[src/rtl/ifetcher_req_tracker.sv]
// Sequential instruction-fetch issuer with in-flight request tracking and jump flush.
// Define IFETCHER_REQ_ERRCHK_EN to add the sticky protocol error output oErr.
module ifetcher_req_tracker #(
    parameter int CW     = 8,
    parameter int AW     = 32,
    parameter int DW     = 32,
    parameter int MAXOUT = 4,
    parameter logic [AW-1:0] RST_PC = '0
) (
    input  logic          iClk,
    input  logic          iResetn,
    input  logic          iJumpVld,
    input  logic [AW-1:0] iJumpPc,
    input  logic          iClear,
    output logic [CW-1:0] oCounter,
    output logic          oReqVld,
    input  logic          iReqRdy,
    output logic [AW-1:0] oReqAddr,
    input  logic          iRspVld,
    input  logic [DW-1:0] iRspData,
    output logic          oInstVld,
    output logic [DW-1:0] oInstData,
    output logic [AW-1:0] oInstPc
`ifdef IFETCHER_REQ_ERRCHK_EN
    ,
    output logic          oErr
`endif
);

    localparam int PW = (MAXOUT > 1) ? $clog2(MAXOUT) : 1;
    localparam logic [CW-1:0] MAX_C = CW'(MAXOUT);

    typedef enum logic {
        FETCH,
        FLUSH
    } state_e;

    state_e          state_q, state_d;
    logic [AW-1:0]   pc_q, pc_d;
    logic [AW-1:0]   jpc_q, jpc_d;
    logic [CW-1:0]   cnt_q, cnt_d;
    logic [PW-1:0]   wr_q, wr_d;
    logic [PW-1:0]   rd_q, rd_d;
    logic [AW-1:0]   fifo_q [MAXOUT];
    logic [AW-1:0]   fifo_d [MAXOUT];
    logic            inst_vld_q, inst_vld_d;
    logic [DW-1:0]   inst_data_q, inst_data_d;
    logic [AW-1:0]   inst_pc_q, inst_pc_d;

    logic            req_vld;
    logic            hs;
    logic            rsp;

    function automatic logic [PW-1:0] ptr_inc(input logic [PW-1:0] p);
        return (p == PW'(MAXOUT - 1)) ? '0 : p + PW'(1);
    endfunction

    assign req_vld = (state_q == FETCH) && (cnt_q < MAX_C);
    assign hs      = req_vld & iReqRdy;
    // A response with nothing outstanding belongs to no request.
    assign rsp     = iRspVld & (cnt_q != '0);

    always_comb begin
        state_d     = state_q;
        pc_d        = pc_q;
        jpc_d       = jpc_q;
        wr_d        = wr_q;
        rd_d        = rd_q;
        fifo_d      = fifo_q;
        inst_vld_d  = 1'b0;
        inst_data_d = inst_data_q;
        inst_pc_d   = inst_pc_q;
        cnt_d       = cnt_q + CW'(hs) - CW'(rsp);

        if (hs) begin
            fifo_d[wr_q] = pc_q;
            wr_d         = ptr_inc(wr_q);
            pc_d         = pc_q + AW'(4);
        end

        if (rsp) begin
            rd_d = ptr_inc(rd_q);
            if (state_q == FETCH) begin
                inst_vld_d  = 1'b1;
                inst_data_d = iRspData;
                inst_pc_d   = fifo_q[rd_q];
            end
        end

        unique case (state_q)
            FETCH: begin
                if (iJumpVld) begin
                    jpc_d   = iJumpPc;
                    state_d = FLUSH;
                end
            end
            FLUSH: begin
                if (iJumpVld) begin
                    jpc_d = iJumpPc;
                end else if (iClear) begin
                    state_d = FETCH;
                    pc_d    = jpc_q;
                end
            end
            default: state_d = FETCH;
        endcase
    end

    always_ff @(posedge iClk) begin
        if (!iResetn) begin
            state_q     <= FETCH;
            pc_q        <= RST_PC;
            jpc_q       <= '0;
            cnt_q       <= '0;
            wr_q        <= '0;
            rd_q        <= '0;
            fifo_q      <= '{default: '0};
            inst_vld_q  <= 1'b0;
            inst_data_q <= '0;
            inst_pc_q   <= '0;
        end else begin
            state_q     <= state_d;
            pc_q        <= pc_d;
            jpc_q       <= jpc_d;
            cnt_q       <= cnt_d;
            wr_q        <= wr_d;
            rd_q        <= rd_d;
            fifo_q      <= fifo_d;
            inst_vld_q  <= inst_vld_d;
            inst_data_q <= inst_data_d;
            inst_pc_q   <= inst_pc_d;
        end
    end

`ifdef IFETCHER_REQ_ERRCHK_EN
    logic err_q, err_d;

    always_comb begin
        err_d = err_q
              | (iRspVld & (cnt_q == '0))
              | (iClear & (cnt_q != '0));
    end

    always_ff @(posedge iClk) begin
        if (!iResetn) begin
            err_q <= 1'b0;
        end else begin
            err_q <= err_d;
        end
    end

    assign oErr = err_q;
`endif

    assign oCounter  = cnt_q;
    assign oReqVld   = req_vld;
    assign oReqAddr  = pc_q;
    assign oInstVld  = inst_vld_q;
    assign oInstData = inst_data_q;
    assign oInstPc   = inst_pc_q;

endmodule

[config.mk]
export PLATFORM = sky130hd
export DESIGN_NAME = ifetcher_req_tracker
export DESIGN_NICKNAME = d
export VERILOG_FILES = /design/src/rtl/ifetcher_req_tracker.sv
export SDC_FILE = /design/constraint.sdc
export NUM_CORES = 1
export LEC_CHECK = 0
export BUFFER_PORTS_ARGS = -buffer_cell sky130_fd_sc_hd__buf_2
export CAP_MARGIN = 20
export CORE_MARGIN = 4
export CORE_UTILIZATION = 50
export DETAILED_ROUTE_END_ITERATION = 12
export GPL_ROUTABILITY_DRIVEN = 0
export HOLD_SLACK_MARGIN = 0.12
export PLACE_DENSITY = 0.72
export SYNTH_ARGS = -nofsm -noshare
export SYNTH_HDL_FRONTEND = slang
export SYNTH_SLANG_ARGS = --single-unit
[constraint.sdc]
create_clock -name iClk -period 3.8 [get_ports iClk]
set_input_delay 0.95 -clock iClk [delete_from_list [all_inputs] [get_ports iClk]]
set_output_delay 0.95 -clock iClk [all_outputs]
set_load 0.01 [all_outputs]
# Yosys cells after proc, flatten, opt, wreduce, memory -nomap -nowiden
# Cells that the tools add are included.
[word_totals]
inputBits = 70
register_bits = 270
wordCells = 52
output_inout_bits = 106
[classes]
magnitude_cmp = 4
n_mux = 18
eq_ne = 2
reduce_logical = 5
n_bitwise = 5
n_addsub = 5
[op_table]
columns = ["operator", "n"]
rows = [
  ["$mux W32", 8],
  ["$bwmux W128", 1],
  ["$bmux W32 S2", 1],
  ["$demux W32 S2", 1],
  ["$add A32 B3 Y32 const B", 1],
  ["$add A8 B1 Y8", 1],
  ["$lt A8 B3 Y1 const B", 1],
  ["$reduce_bool A8 Y1", 1],
  ["$sub A8 B1 Y8", 1],
  ["$ge A3 B3 Y1 const B", 2],
  ["$not A2 Y3", 2],
  ["$add A2 B1 Y2 const B", 2],
  ["$eq A2 B2 Y1 const B", 2],
  ["$mux W1", 4],
  ["$mux W2", 2],
  ["$reduce_and A2 Y1", 2],
  ["$lt A3 B1 Y1 const B", 1],
  ["$and A1 B1 Y1", 2],
  ["$logic_and A1 B1 Y1", 2],
  ["$pmux W1 S2", 1],
  ["$not A1 Y1", 1],
]

# Depth between registers and ports, before layout
[depth]
depth_word = 7
mapped_depth = 16
mapped_depth_nobuf = 15

# Least setup slack after synthesis
# Ideal clock, no wire load.
[synth_path]
path_kind = "input-to-reg"
startpoint = "input port iReqRdy"
endpoint = "register cnt_q[7] (netlist: oCounter[7])"
setup_slack_ps = 676
arrival_time_ps = 3052
stages = 11
n_path_buf = 1
required_time_ps = 3728
setup_ps = 72
path_cell_list = "and4_1 > inv_1 > buf_1 > ha_1 > inv_1 > ha_1 > a21o_1 > a21oi_1 > o21bai_1 > o41ai_1 > mux2i_1"
[synth_between]
elab_chain_cells = 3
[synth_rtl]
columns = ["item", "line_no", "text"]
rows = [
  ["start: declaration", "17", "input logic iReqRdy,"],
  ["$and A1 B1 Y1", "59", "assign hs = req_vld & iReqRdy;"],
  ["$add A8 B1 Y8", "73", "cnt_d = cnt_q + CW'(hs) - CW'(rsp);"],
  ["$sub A8 B1 Y8", "73", ""],
  ["end signal: assignment", "125", "cnt_q <= cnt_d;"],
  ["end: declaration", "41", "logic [CW-1:0] cnt_q, cnt_d;"],
]
# Every way passes these cells.
# A chain may end at the register's enable or synchronous reset.

# Final worst setup path
[layout_path]
startpoint = "register cnt_q[2] (netlist: oCounter[2])"
endpoint = "register cnt_q[7] (netlist: oCounter[7])"
[layout_between]
elab_chain_cells = 5
word_cells_on_any_way = 7
cone_classes = "add/sub: 2; order compare: 1; bitwise: 2; reduce/logical: 2"
[layout_rtl]
columns = ["item", "line_no", "text"]
rows = [
  ["$lt A8 B3 Y1", "58", "assign req_vld = (state_q == FETCH) && (cnt_q < MAX_C);"],
  ["$logic_and A1 B1 Y1", "58", ""],
  ["$and A1 B1 Y1", "59", ""],
  ["$add A8 B1 Y8", "73", ""],
  ["$sub A8 B1 Y8 (*)", "73", ""],
]
# Every way passes the cells marked *; elsewhere a longest branch is shown, timed or not.

==> run summary <==
Status: finished clean
Max Clock Freq: 345 MHz
Critical path startpoint category: flip-flop
Clk_lat worst skew: 530 ps
Crit Path Class: flip-flop to flip-flop
Initial Util: 0.512
Clock power share: 0.369
Max-Cap Viols: 0
Row count: 54
Pre-CTS setup slack: 591 ps
Simple-gate area share of the yosys netlist: 0.209
Leakage: 5.06 nW
Critical path endpoint: oCounter[7]$_SDFF_PN0_
Placed insts: 1707
Period minus WS final: 2900 ps
CTS Buffer Depth: 3
Routed Antenna Nets: 0
Combinational family with the most area after synthesis: simple AND/OR/NAND/NOR gates
Final slew viol count: 0
Worst VDD drop: 0.000465 V
Starting DRT DRC Count: 783
Internal power: 5.23 mW
Post-Syn Instances: 1353
CTS Hold Buffers Added: 0
Dominant cells by area after synthesis: dfxtp_1 (48%), nand2_1 (14%), a21oi_1 (9.2%), mux4_2 (6.4%), mux2i_1 (3.5%)
Ys flop type: dfxtp_1
Mux cell area share after synthesis: 0.0984
Post_cts resized: 0
Hold Path Stages: 2
Max FO, Critical Path: 4
DR WL/cell: 16.5 microns
Post-synthesis xor/xnor area fraction: 0.0155
Worst reg2reg path depth: 13
Finished Layout Cells: 1755
CTS H-tree depth: 1
PnR worst setup slack: 904 ps
Post-synth EDFFs: 0
DIE WIDTH: 158 microns
Boundary Pins: 176
Psw: 2.13 mW
R2r startpoint: oCounter[2]$_SDFF_PN0_
CTS tree: built
Reg clk slew, reported paths: 60 ps
Chip height: 158 microns
Worst setup EP type: flip-flop
Crit path launch: oCounter[2]$_SDFF_PN0_
Via density: 5.47
Hpwl dp: 18600 microns
GR Util All Layers: 0.225
Layout Nets: 1548
Reg2Reg Setup Slack: 900 ps
Core ar.: 22000 sq um
Synthesized area: 11300 sq um
Setup TNS: 0 ps
Seq cells post-synth: 270
Die ar.: 25000 sq um
Synth area leader: dfxtp_1
Worst path arrival time: 3350 ps
Syn Area/Cell: 8.34 sq um
Syn Nets: 1443
Initial antenna violation count: 0
Commonest non-fill, non-tap cell in the layout: nand2_1
Root buffer cell: clkbuf_16
Drt pass-1 iters: 6
WL final: 28900 microns
Complex-gate fraction of the synthesized area: 0.123
Layout cells sized above 1: 0.189
Worst slew margin: 0.315
PwrDens: 559 nW/um^2
Min-Delay Path Class: flip-flop to flip-flop
Drt drc: 0
Port bufs: 175
Worst Tran Pin Value: 1020 ps
Post-CTS Setup Bufs: 0
Vias in the first global route: 9050
Finish-stage setup viols: 0
Clk sinks: 270
Most frequent cells in the layout: nand2_1 (416), dfxtp_1 (268), a21oi_1 (207)
Synth-to-layout area growth: 16.7%
Skew final: 14.1 ps
Register area share after synthesis: 0.479
Switching Share: 0.289
Adder-cell area share of the yosys netlist: 0.0228
Largest net degree at the start of global routing: 179
Share of the synthesized area in the top cell type: 0.479
Final Hold Fails: 0
RR Endpoint: oCounter[7]$_SDFF_PN0_
TritonCTS buffer count: 28
Yosys warnings: 0
WP data required: 4250 ps
Fin crit share: 0.762
Post-synth ARST share: 0
Routed via count: 9593
ANT cells: 0
Distinct cells, synth: 48
Seq pwr share: 0.438
RSZ-0062 raised after global routing: no
Grt ovf: 0
Logic pwr share: 0.193
First-pass GRT wire length: 46300 microns
how the worst min path moves through the flow:
| stage | start | end | slack (ps) |
|---|---|---|---|
| global route | oInstData[5]$_SDFFE_PN0P_ | oInstData[5]$_SDFFE_PN0P_ | 470 |
| global placement | fifo_q[29]$_SDFFE_PN0P_ | fifo_q[29]$_SDFFE_PN0P_ | 440 |
| detailed placement | oInstPc[22]$_SDFFE_PN0P_ | oInstPc[22]$_SDFFE_PN0P_ | 440 |
| CTS | oInstPc[22]$_SDFFE_PN0P_ | oInstPc[22]$_SDFFE_PN0P_ | 450 |
| floorplan | jpc_q[12]$_SDFFE_PN0P_ | oReqAddr[12]$_SDFF_PN0_ | 420 |
| finish | oInstPc[22]$_SDFFE_PN0P_ | oInstPc[22]$_SDFFE_PN0P_ | 450 |
synthesized netlist by cell type (5+ instances only):
master,instances
nand2_1,416
dfxtp_1,270
a21oi_1,207
clkbuf_1,102
nor2_1,58
mux2i_1,39
mux4_2,32
inv_1,24
nand3_1,21
ha_1,19
xnor2_1,19
nor3_1,17
o21ai_0,16
nor4_1,10
buf_1,7
buf_4,7
nand2b_1,7
or3_1,7
a211oi_1,6
buf_2,6
a31oi_1,5
and2_1,5
nand4_1,5
per-stage QoR:
step	cell area [sq um]	power [mW]	util	hold WS, ps
finish	13200	7.36	0.598	450
global route	13200	7.72	0.598	465
CTS	13100	7.41	0.597	451
detailed placement	12200	4.69	0.555	443
global placement	12200	4.65	0.555	438
floorplan	11300	4.21	-	424
state kept, by name, indices dropped and copies added, names as in the netlist:
name	cells
rd_q	2
jpc_q	32
oInstData	32
wr_q	2
state_q	1
oCounter	8
fifo_q	128
oReqAddr	32
oInstVld	1
oInstPc	32
kinds of logic (layout without fill, tap and decap cells):
kind of cell | Yosys count | in the layout
flops | 270 | 270
compound gates | 257 | 257
xor+xnor | 20 | 20
simple gates | 568 | 568
mux | 71 | 71
buf+inv | 147 | 269
fa+ha+maj | 20 | 20
area by class of cell:
cell class	count	area, sq um
tap	280	350
inverter	25	98.8
fill	1998	8860
clock buffer	41	841
timing repair buffer	197	1080
multi-input combinational	936	5310
sequential	270	5410
clock inverter	6	83.8
worst max-delay path, cell delays in order (launching register included):
cell and delay [ps]:
dfxtp_1 350, inv_1 70, ha_1 220, nand3b_1 170, and4_1 230, inv_1 80
ha_1 200, inv_1 60, ha_1 270, a21o_1 180, a21oi_1 320, o21bai_1 120
o41ai_1 350, mux2i_1 210
routing by layer:
metal  GRT usage  vias up  part of all wire
li1            -     4747                 -
met1       0.310     4487              0.44
met2       0.367      330              0.46
met3      0.0446       29             0.081
met4      0.0496        0             0.013
met5           0        -                 0
power groups by stage:
stage                     Sequential (mW)  Clock [mW]  Combinational [mW]
after floorplan                      3.20           0                1.01
after global placement               3.30           0                1.35
after detailed placement             3.31           0                1.38
after CTS                            3.25        2.77                1.39
after global routing                 3.25        2.90                1.57
final                                3.23        2.71                1.42
Power figures use the tool's default switching activity.
